==> src/rtl/mux_display_ndigit_pkg.sv <==
// Shared constants and helpers for the N-digit multiplexed 7-segment driver.
// Glyphs are stored active-high in {a,b,c,d,e,f,g} bit order (a = bit 6).
package mux_display_ndigit_pkg;

  localparam int unsigned PHASES = 16;

  localparam logic [6:0] BLANK_SEG = 7'h00;

  localparam logic [6:0] GLYPH [0:15] = '{
    7'h7E, 7'h30, 7'h6D, 7'h79, 7'h33, 7'h5B, 7'h5F, 7'h70,
    7'h7F, 7'h7B, 7'h77, 7'h1F, 7'h4E, 7'h3D, 7'h4F, 7'h47
  };

  function automatic logic [6:0] hex_glyph(input logic [3:0] nib);
    return GLYPH[nib];
  endfunction

  function automatic logic [6:0] seg_pol(input logic [6:0] seg, input bit act_low);
    return act_low ? ~seg : seg;
  endfunction

  // Sub-tick divider: one slot of PHASES sub-ticks per scan period, never below 1.
  function automatic int unsigned sub_div(input int unsigned clk_hz, input int unsigned scan_hz);
    int unsigned d;
    d = clk_hz / (scan_hz * PHASES);
    return (d == 0) ? 1 : d;
  endfunction

endpackage

==> src/rtl/mux_display_ndigit_tick.sv <==
// Free-running prescaler: one-cycle o_tick every DIV cycles, synchronous active-high R.
module tick_gen #(
  parameter int unsigned DIV = 1
) (
  input  logic ck,
  input  logic R,
  output logic o_tick
);

  localparam int unsigned CW = (DIV > 1) ? $clog2(DIV) : 1;
  localparam logic [CW-1:0] LAST = CW'(DIV - 1);

  logic [CW-1:0] r_cnt;

  always_ff @(posedge ck) begin
    if (R)                  r_cnt <= '0;
    else if (r_cnt == LAST) r_cnt <= '0;
    else                    r_cnt <= r_cnt + 1'b1;
  end

  assign o_tick = (r_cnt == LAST);

endmodule

==> src/rtl/mux_display_ndigit.sv <==
// N-digit multiplexed 7-segment driver with double-buffered load, per-digit
// decimal points, 16-level PWM brightness and leading-zero suppression.
module mux_display_ndigit
  import mux_display_ndigit_pkg::*;
#(
  parameter int unsigned N_DIG       = 4,
  parameter int unsigned CLK_HZ      = 50000000,
  parameter int unsigned SCAN_HZ     = 1000,
  parameter bit          SEG_ACT_LOW = 1'b1
) (
  input  logic               ck,
  input  logic               R,
  input  logic               load,
  input  logic [4*N_DIG-1:0] data,
  input  logic [N_DIG-1:0]   dp_in,
  input  logic [3:0]         bright,
  input  logic               lz_en,
  output logic [N_DIG-1:0]   Dig,
  output logic [6:0]         L,
  output logic               H,
  output logic               frame
);

  localparam int unsigned    SUB_DIV  = sub_div(CLK_HZ, SCAN_HZ);
  localparam int unsigned    IW       = $clog2(N_DIG);
  localparam logic [IW-1:0]  LAST_IDX = IW'(N_DIG - 1);
  localparam logic [6:0]     SEG_OFF  = seg_pol(BLANK_SEG, SEG_ACT_LOW);
  localparam logic           DP_OFF   = SEG_ACT_LOW;

  logic                w_tick;
  logic                w_slot_end;
  logic                w_wrap;
  logic [3:0]          r_phase;
  logic [IW-1:0]       r_idx;
  logic [3:0]          r_bright;
  logic [4*N_DIG-1:0]  r_pend_data;
  logic [N_DIG-1:0]    r_pend_dp;
  logic                r_pend;
  logic [4*N_DIG-1:0]  r_disp_data;
  logic [N_DIG-1:0]    r_disp_dp;
  logic                r_frame;
  logic [N_DIG-1:0]    r_dig;
  logic [6:0]          r_seg;
  logic                r_dp;
  logic [N_DIG-1:0]    w_supp;
  logic [3:0]          w_nib;
  logic                w_drive;
  logic [N_DIG-1:0]    w_dig_nxt;
  logic [6:0]          w_seg_nxt;
  logic                w_dp_nxt;

  tick_gen #(.DIV(SUB_DIV)) u_tick (
    .ck     (ck),
    .R      (R),
    .o_tick (w_tick)
  );

  assign w_slot_end = w_tick && (r_phase == 4'(PHASES - 1));
  assign w_wrap     = w_slot_end && (r_idx == LAST_IDX);

  // Suppression runs from the top digit down and stops at the first nonzero
  // nibble or lit point; digit 0 is never suppressed.
  always_comb begin
    w_supp = '0;
    w_supp[N_DIG-1] = (r_disp_data[4*(N_DIG-1) +: 4] == 4'h0) && !r_disp_dp[N_DIG-1];
    for (int unsigned i = 1; i < N_DIG - 1; i++) begin
      w_supp[N_DIG-1-i] = w_supp[N_DIG-i]
                        && (r_disp_data[4*(N_DIG-1-i) +: 4] == 4'h0)
                        && !r_disp_dp[N_DIG-1-i];
    end
  end

  always_comb begin
    w_nib     = r_disp_data[4*r_idx +: 4];
    w_drive   = (r_phase != 4'h0) && (r_phase <= r_bright);
    w_dig_nxt = '1;
    w_seg_nxt = SEG_OFF;
    w_dp_nxt  = DP_OFF;
    if (w_drive) begin
      w_dig_nxt[r_idx] = 1'b0;
      if (!(lz_en && w_supp[r_idx])) w_seg_nxt = seg_pol(hex_glyph(w_nib), SEG_ACT_LOW);
      w_dp_nxt = r_disp_dp[r_idx] ^ SEG_ACT_LOW;
    end
  end

  always_ff @(posedge ck) begin
    if (R) begin
      r_phase     <= '0;
      r_idx       <= '0;
      r_bright    <= '0;
      r_pend_data <= '0;
      r_pend_dp   <= '0;
      r_pend      <= 1'b0;
      r_disp_data <= '0;
      r_disp_dp   <= '0;
      r_frame     <= 1'b0;
      r_dig       <= '1;
      r_seg       <= SEG_OFF;
      r_dp        <= DP_OFF;
    end else begin
      r_frame <= 1'b0;
      if (w_tick) begin
        r_phase <= r_phase + 4'd1;
        // Level is taken as phase 0 (always blank) ends, before any driven phase.
        if (r_phase == 4'h0) r_bright <= bright;
        if (w_slot_end) r_idx <= (r_idx == LAST_IDX) ? '0 : r_idx + 1'b1;
      end
      if (w_wrap && r_pend) begin
        r_disp_data <= r_pend_data;
        r_disp_dp   <= r_pend_dp;
        r_frame     <= 1'b1;
      end
      // A load coinciding with the commit refills pending after the old copy moves out.
      if (load) begin
        r_pend_data <= data;
        r_pend_dp   <= dp_in;
        r_pend      <= 1'b1;
      end else if (w_wrap) begin
        r_pend      <= 1'b0;
      end
      r_dig <= w_dig_nxt;
      r_seg <= w_seg_nxt;
      r_dp  <= w_dp_nxt;
    end
  end

  assign Dig   = r_dig;
  assign L     = r_seg;
  assign H     = r_dp;
  assign frame = r_frame;

endmodule

==> config.mk <==
export PLATFORM = sky130hd
export DESIGN_NAME = mux_display_ndigit
export DESIGN_NICKNAME = d
export VERILOG_FILES = /design/src/rtl/mux_display_ndigit_pkg.sv /design/src/rtl/mux_display_ndigit_tick.sv /design/src/rtl/mux_display_ndigit.sv
export SDC_FILE = /design/constraint.sdc
export NUM_CORES = 1
export LEC_CHECK = 0
export ABC_AREA = 1
export BUFFER_PORTS_ARGS = -buffer_cell sky130_fd_sc_hd__buf_2
export CORE_MARGIN = 2
export CORE_UTILIZATION = 55
export CTS_CLUSTER_DIAMETER = 50
export DETAILED_ROUTE_END_ITERATION = 7
export PLACE_DENSITY_LB_ADDON = 0.2
export SETUP_SLACK_MARGIN = 0.15
export SYNTH_ARGS = -nofsm -noshare
export SYNTH_HDL_FRONTEND = slang
export SYNTH_SLANG_ARGS = --single-unit
==> constraint.sdc <==
create_clock -name ck -period 3.3 [get_ports ck]
set_input_delay 0.825 -clock ck [delete_from_list [all_inputs] [get_ports ck]]
set_output_delay 0.825 -clock ck [all_outputs]
set_load 0.02 [all_outputs]
* Word level (Yosys, flattened, before mapping) *
Memory sizes are Yosys's and may differ from the RTL's.
Index checks and enable logic that the tools add are counted.

operators by class
  reduce and logical (&&, ||, !) cells = 25
  magnitude comparators = 4
  div/mod/pow operators = 0
  mux-type cells = 12
  shift operators = 1
  multipliers = 0
  equal/unequal tests = 3
  $add $sub $neg = 3
  bitwise operators = 5

operators by type and width
  operator                                                              count
  4-bit zero test                                                       4
  16-bit by 5-bit indexed part select with 4-bit output                 1
  7-bit 2-to-1 mux                                                      2
  12-bit by 1-bit adder with 12-bit output, second input constant       1
  12-bit equality test, second input constant                           1
  1-bit logical AND                                                     11
  7-bit NOT                                                             1
  1-bit 2-to-1 mux                                                      6
  5-bit greater-or-equal comparator, second input constant              1
  4-bit NOT with 5-bit output                                           1
  4-bit by 1-bit adder with 4-bit output, second input constant         1
  1-bit binary-select mux with 2-bit select                             2
  4-bit equality test, second input constant                            1
  4-bit <= comparator                                                   1
  4-bit NOT                                                             1
  2-bit AND reduction                                                   2
  4-bit nonzero test                                                    1
  2-bit OR reduction                                                    2
  1-bit zero test                                                       3
  2-bit by 3-bit < comparator with 1-bit output, second input constant  1
  3-bit OR reduction                                                    1
  2-bit by 1-bit adder with 2-bit output, second input constant         1
  1-bit demux with 2-bit select                                         1
  2-bit equality test, second input constant                            1
  4 further kinds                                                       5

storage, ports and cells
  register bits after elaboration = 76
  memories = 1
  bits in writable memories = 0
  memory bits (read-only) = 112
  bits in latches = 0
  output and inout port bits = 13

memory list
  name             depth  width  read ports  clocked after memory_dff  write ports  RTL line                      text
  (no name shown)  16     7      1           0                         0            mux_display_ndigit_pkg.sv:15  return GLYPH[nib];

* Depth between registers and ports, before layout *
Gate-level depths: netlist (run 1).

  depth after elaboration = 10
  depth in mapped cells = 11
  mapped depth without buffers = 10

* Hierarchy *
From an unflattened synthesis (run 1), not the netlist that was laid out.

unflattened totals
  cells, all modules = 489
  area, all modules = 3,637.2 sq um

by module, submodules not included
  module              times used  cells an instance  area each (sq um)
  mux_display_ndigit  1           402                3,029.2
  tick_gen            1           87                 608.1

* Worst setup path before layout (run 1) *
Ideal clock, no wire load.

  path type = register to register
  start point = register r_idx[0]
  end point = register r_seg[2], in the netlist L[2]
  data arrival time = 1.472 ns
  setup time = 0.121 ns
  slack = 1.707 ns
  clock period less this slack = 1.593 ns
  cell stages (with the launch flop) = 12
  cells stage by stage = dfxtp_1 inv_2 buf_2 nand2_1 nand3_1 nand2_1 inv_1 ha_1 nand2_1 nor2_1 a31oi_1 nand2_1

on the way
  longest elaborated chain between the ends = 6

ends and longest elaborated chain
  what                                                   RTL line                      text
  start, declared                                        mux_display_ndigit.sv:34      logic [IW-1:0] r_idx;
  start signal, assigned                                 mux_display_ndigit.sv:106     if (w_slot_end) r_idx <= (r_idx == LAST_IDX) ? '0 : r_idx + 1'b1;
  16-bit by 5-bit indexed part select with 4-bit output  mux_display_ndigit.sv:74      w_nib = r_disp_data[4*r_idx +: 4];
  4-bit NOT with 5-bit output (implied by the code)      mux_display_ndigit_pkg.sv:15
  memory 16 x 7 bit                                      --
  7-bit 2-to-1 mux (implied by the code) (2 in series)   mux_display_ndigit_pkg.sv:15
  7-bit NOT                                              mux_display_ndigit_pkg.sv:19  return act_low ? ~seg : seg;
  end signal, assigned                                   mux_display_ndigit.sv:122     r_seg <= w_seg_nxt;
  end, declared                                          mux_display_ndigit.sv:43      logic [6:0] r_seg;

Parallel ways exist; a longest one is shown, timed or not. The select of a mux whose other input is x is not followed.
A chain may end at the register's enable or synchronous reset.

* Final worst setup path (run 1) *
Ends and elaborated chain as after synthesis.

==> impl_metrics.tcl, run 1 <==
set metrics [dict create \
    cts-resized-gates 0 \
    antenna_found_initial 0 \
    die_area_um2 7213 \
    path_class "reg2reg" \
    firstDrtPassIters 4 \
    cts.sinks 76 \
    drt_iter0_drc 129 \
    yosysTopAreaCell "dfxtp_1" \
    p_leak_nw 1.679 \
    period_minus_slack_ns 2.032 \
    cp_max_fo 15 \
    finalPower_w 0.001960 \
    syn_to_final_growth_pct 11.77 \
    chipHeight_um 84.93 \
    detail-route-antenna-nets 0 \
    std_cell_rows 29 \
    synthesis.nets 535 \
    port_buffers 40 \
    critPathLaunch "r_idx[0]" \
    yosys_warnings 0 \
    dp_cells 588 \
    h-tree-depth 3 \
    netlist_area_um2 3602 \
    grt_pass1_wl_mm 12.46 \
    start_util_pct 56.73 \
    worst_slew_pin_slew_ns 0.9952 \
    grt_pass1_vias 2973 \
    r2r-start "r_idx[0]" \
    dp_hpwl_mm 5.094 \
    drc 0 \
    syn_avg_cell_area_um2 7.351 \
    synth-edff-count 0 \
    synth.top_cells.by_count "99 x nand2_1, 76 x dfxtp_1, 75 x nor2_1, 48 x inv_1, 36 x o21ai_0" \
    critPathLaunchType "register" \
    drt-total-wl_mm 7.252 \
    hold_path_class "reg2reg" \
    skew_ns 0.008036 \
    cts_inserted_buffers 9 \
    hold_violations 0 \
    synth_cells 490 \
    rr_worst_depth 10 \
    chipWidth_um 84.93 \
    post-cts-setup-buffers 0 \
    grt_usage_pct 21.43 \
    rsz0062_at_grt "no" \
    period_share_pct 61.58 \
    yosysSeqAreaShare_pct 42.24 \
    crit_path_end_kind "register" \
    peakVddDrop_uv 326.9 \
    cts_hold_buffers 0 \
    setup_tns_ns 0 \
    maxSlewViolCount 0 \
    core-area_um2 6350 \
    fin_nets 567 \
    synth-main-ff-cell "dfxtp_1" \
    p_per_area_nw_per_um2 486.7 \
    min-delay-start "r_pend_data[2]" \
    grt_max_degree 50 \
    gp_congestion 0.8795 \
    synth_async_sr_flop_share_pct 0 \
    use_met3_pct 5.545 \
    synth_top_cell_area_share_pct 42.24 \
    instances_no_fill 604 \
    insertedDiodeCount 0 \
    vias 3103 \
    drive_gt1_share_pct 14.99 \
    holdWs_ns 0.4622 \
    drv_cap 0 \
    pre_cts_ws_ns 1.255 \
    synth.area.top_cells "dfxtp_1 42%, nand2_1 10%, nor2_1 7.8%" \
    io_pins 41 \
    setup_viol_count_final 0 \
    ys_ff_latch 76 \
    cts_tree "built" \
    hold_depth 2 \
    clk_pin_slew_worst_paths_ns 0.08 \
    routedWlPerCell_um 12.01 \
    cts_root_buf "clkbuf_8" \
    grtUsageMet1_pct 25.28 \
    cp.arrival_ns 2.27 \
    max_freq_mhz 492.1 \
    synth.most_common_cell "nand2_1" \
    fin_ws_ns 1.268 \
    vias_per_cell 5.137 \
    busiest_layer "met2" \
    outcome "complete, no violations" \
    gr-total-overflow 0 \
    grtUsageMet2_pct 37.01 \
    synth_cell_types 33 \
    required_ns 3.54 \
    clock_latency_ns 0.35 \
    cts_buffer_depth 2 \
    slew_headroom_pct 33.58 \
]
==> state kept, by name, summed over array words and instances (netlist names) <==
name and flops:
Dig 4, H 1, L 7, frame 1
r_bright 4, r_disp_data 16, r_disp_dp 4, r_idx 2
r_pend 1, r_pend_data 16, r_pend_dp 4, r_phase 4
u_tick.r_cnt 12
==> report_power, final <==
group,leakage (nW),switching [W],internal [W]
clock network,0.136,0.000340,0.000585
registers,0.619,0.0000124,0.000937
logic,0.924,0.0000515,0.0000328
total,1.68,0.000404,0.00156
==> routing by layer <==
metal,part of all wire [%],vias to the layer above
met5,0,-
met4,2.0,0
met3,3.1,13
met2,49,44
met1,45,1408
li1,-,1638
==> logic make-up (layout without fill, tap and decap cells) <==
family                     after synthesis  count (layout)  synth area share (%)
and+or+nand+nor                        245             245                 30.64
DFF                                     76              76                 42.24
xor gates and xnor gates                 3               3                0.7296
adders and majority gates               17              17                 5.905
AOI/OAI and AO/OA                       73              73                 10.42
buffers and inverters                   76             113                 10.07
==> area by class of cell <==
class | instances | area, um^2
Clock buffer | 13 | 178.9
Clock inverter | 3 | 90.09
Fill cell | 577 | 2323
Inverter | 55 | 206.4
Multi-Input combinational cell | 338 | 1718
Sequential cell | 76 | 1521
Tap cell | 77 | 96.34
Timing Repair Buffer | 42 | 215.2
==> placed cells by master, fill, tap and decap left out <==
master,n
nand2_1,99
dfxtp_1,76
nor2_1,75
inv_1,48
buf_2,40
o21ai_0,36
a21oi_1,31
nand3_1,22
nand4_1,21
ha_1,17
clkbuf_8,13
nor3_1,9
inv_2,6
nor2_2,4
nor2_4,4
nand2_2,3
xor2_1,3
bufinv_16,3
a31oi_1,2
nor3b_1,2
a211oi_1,2
buf_4,2
nand3b_1,1
clkinv_1,1
nand4_2,1
nand3_4,1
o211ai_1,1
o21ai_1,1
nor3_2,1
or2_2,1
or2_0,1
==> critical path, stage by stage (launching register included) <==
cell	delay (ns)
dfxtp_1	0.64
inv_2	0.22
nand2_1	0.11
nand3_1	0.07
nand2_1	0.19
inv_1	0.09
ha_1	0.26
nand2_1	0.11
nor2_1	0.05
a31oi_1	0.13
nand2_1	0.06
==> final timing paths <==
path,slack (ns),to
worst min register to register,0.46,r_pend_data[2]
worst min-delay path,0.46,r_pend_data[2]
worst max-delay path,1.27,L[2]
worst max register to register,1.27,L[2]
==> per-stage QoR <==
step                instance area, um^2  util [%]
floorplan                          3602         -
global placement                   3757     59.17
detailed placement                 3757     59.17
CTS                                4026     63.41
global route                       4026     63.41
finish                             4026     63.41
(Power assumes the default switching activity.)
==> inputs of run 2 (changes only) <==
--- a/config.mk
+++ b/config.mk
@@ -8,7 +8,7 @@
 export ABC_AREA = 1
 export BUFFER_PORTS_ARGS = -buffer_cell sky130_fd_sc_hd__buf_2
 export CORE_MARGIN = 2
-export CORE_UTILIZATION = 55
+export CORE_UTILIZATION = 52
 export CTS_CLUSTER_DIAMETER = 50
 export DETAILED_ROUTE_END_ITERATION = 7
 export PLACE_DENSITY_LB_ADDON = 0.2
==> constraint.sdc (replaced) <==
create_clock -name ck -period 1.7 [get_ports ck]
set_input_delay 0.425 -clock ck [delete_from_list [all_inputs] [get_ports ck]]
set_output_delay 0.425 -clock ck [all_outputs]
set_load 0.02 [all_outputs]
==> run 2 against run 1 <==
Count of clock-buffer cells in the layout is 2 lower. Sequential cell count did not move. Critical path depth unchanged. Combinational power up 140%. Largest cell class unchanged.
==> impl_metrics.tcl, run 2 (synthesis results as in run 1) <==
set metrics [dict create \
    crit_end "r_disp_data[3]" \
    swShare_pct 21.30 \
    period_minus_slack_ns 1.596 \
    reg2reg_slack_ns 0.10 \
    top_regs "r_disp_data: 16 flops, r_pend_data: 16 flops, u_tick.r_cnt: 12 flops" \
    worst_slew_pin_slew_ns 0.4420 \
    clock_latency_ns 0.35 \
    core-area_um2 6756 \
    setup_tns_ns 0 \
    hold_violations 0 \
    insertedDiodeCount 0 \
    h-tree-depth 3 \
    fin_nets 586 \
    skew_ns 0.006179 \
    p_leak_nw 1.790 \
    slew_headroom_pct 70.46 \
    path_class "reg2reg" \
    crit_path_end_kind "register" \
    required_ns 1.95 \
    cts.sinks 76 \
    r2r-start "u_tick.r_cnt[0]" \
    drt-total-wl_mm 7.750 \
    pre_cts_ws_ns 0.009539 \
    chipWidth_um 87.23 \
    die_area_um2 7609 \
    clk_pin_slew_worst_paths_ns 0.08 \
    std_cell_rows 30 \
    cp_max_fo 11 \
    fin_ws_ns 0.1040 \
    vias_per_cell 5.138 \
    syn_to_final_growth_pct 20.35 \
    gr-total-overflow 0 \
    grt_usage_pct 20.85 \
    r2r-end "r_disp_data[3]" \
    rsz0062_at_grt "yes" \
    setup_viol_count_final 0 \
    gp_congestion 0.8727 \
    cts_buffer_depth 2 \
    drv_cap 0 \
    cp.arrival_ns 1.84 \
    grt_pass1_vias 2838 \
    cts_hold_buffers 0 \
    p_per_area_nw_per_um2 853.0 \
    critPathLaunch "u_tick.r_cnt[0]" \
    period_share_pct 93.88 \
    io_pins 41 \
    chipHeight_um 87.23 \
    outcome "complete, no violations" \
    cts_inserted_buffers 9 \
    rr_worst_depth 10 \
    grt_max_degree 42 \
    port_buffers 40 \
    firstDrtPassIters 4 \
    antenna_found_initial 0 \
    maxSlewViolCount 0 \
    dp_hpwl_mm 5.287 \
    clkPwrFrac_pct 44.9 \
    drc 0 \
    max_freq_mhz 626.5 \
    drt_iter0_drc 154 \
    p_seq_share_pct 49.7 \
    peakVddDrop_uv 568.2 \
    grt_pass1_wl_mm 12.55 \
    cts_tree "built" \
    start_util_pct 53.31 \
    switchingPower_w 0.0007876 \
    p_int_w 0.002911 \
    vias 3211 \
    final_common_cell "nand2_1" \
    cts_root_buf "clkbuf_8" \
    most-common-layout-cells "92 x nand2_1, 74 x nor2_1, 70 x dfxtp_1" \
    critPathLaunchType "register" \
    combPwrFrac_pct 5.4 \
    drive_gt1_share_pct 22.20 \
    detail-route-antenna-nets 0 \
    routedWlPerCell_um 12.40 \
    hold_path_class "in2reg" \
]
run 2: cell types whose count changed in the layout (fill, tap and decap cells not counted), moves of 3 or more:
cell	before	now
nand2_2	3	10
buf_12	0	4
inv_1	48	45
dfxtp_1	76	70
nand2_1	99	92
buf_4	2	15
ha_2	0	3
nor2_4	4	7
dfxtp_2	0	5
clkbuf_8	13	10
ha_1	17	12
run 2: area by class of cell:
class	count	area, um^2
inverter	55	214.0
clock buffer	11	141.4
clock inverter	4	97.59
timing repair buffer	61	442.9
multi-input combinational	338	1808
fill	604	2421
sequential	76	1531
tap	80	100.1
run 2: worst min path at each step:
stage | from | endpoint | slack [ns] | depth (start not counted)
after floorplan | u_tick.r_cnt[0] | u_tick.r_cnt[0] | 0.43 | 1
after detailed placement | r_pend_data[5] | r_pend_data[5] | 0.44 | 2
final | R | r_phase[3] | 0.30 | 2
after global routing | R | r_pend | 0.31 | 2
after global placement | r_pend_data[5] | r_pend_data[5] | 0.44 | 2
after CTS | R | r_phase[3] | 0.29 | 2
run 2: layer usage:
metal | part of all wire (%) | GRT usage [%] | up-vias
met3 | 3.1 | 2.844 | 10
met1 | 45 | 26.91 | 1461
met2 | 50 | 34.77 | 64
met4 | 1.7 | 9.231 | 0
li1 | - | - | 1676
met5 | 0 | 0 | -
run 2: metrics by stage:
stage | instances | total power [W] | instance area [um^2] | util (%) | hold WS (ns)
floorplan | 490 | 0.002000 | 3606 | - | 0.4300
global placement | 600 | 0.002059 | 3882 | 57.46 | 0.4394
detailed placement | 600 | 0.002063 | 3882 | 57.46 | 0.4444
CTS | 618 | 0.003719 | 4154 | 61.48 | 0.2945
global route | 625 | 0.003844 | 4335 | 64.17 | 0.3096
finish | 625 | 0.003698 | 4335 | 64.17 | 0.3010
run 2: power groups by stage:
stage	registers [W]	logic (W)	clock network, W
detailed placement	0.00188	0.000184	0
global placement	0.00188	0.000182	0
global route	0.00184	0.000229	0.00177
finish	0.00184	0.000199	0.00166
CTS	0.00184	0.000185	0.00170
floorplan	0.00187	0.000127	0
run 2: worst max-delay path, stage by stage (launching register included):
cell and delay, ns:
dfxtp_2 0.34, inv_2 0.08, ha_4 0.15, nand2_2 0.06, nor2_4 0.12, nand3_4 0.11
nor2_4 0.23, clkbuf_16 0.20, nand4_1 0.08, nand2_1 0.09, nor2_1 0.04
run 2: repair_timing:
action,4_1_cts,5_1_grt
gates resized for setup,3,31
buffers inserted,3,5
gates cloned,0,2
setup endpoints to repair,15,51
pin swaps,2,12
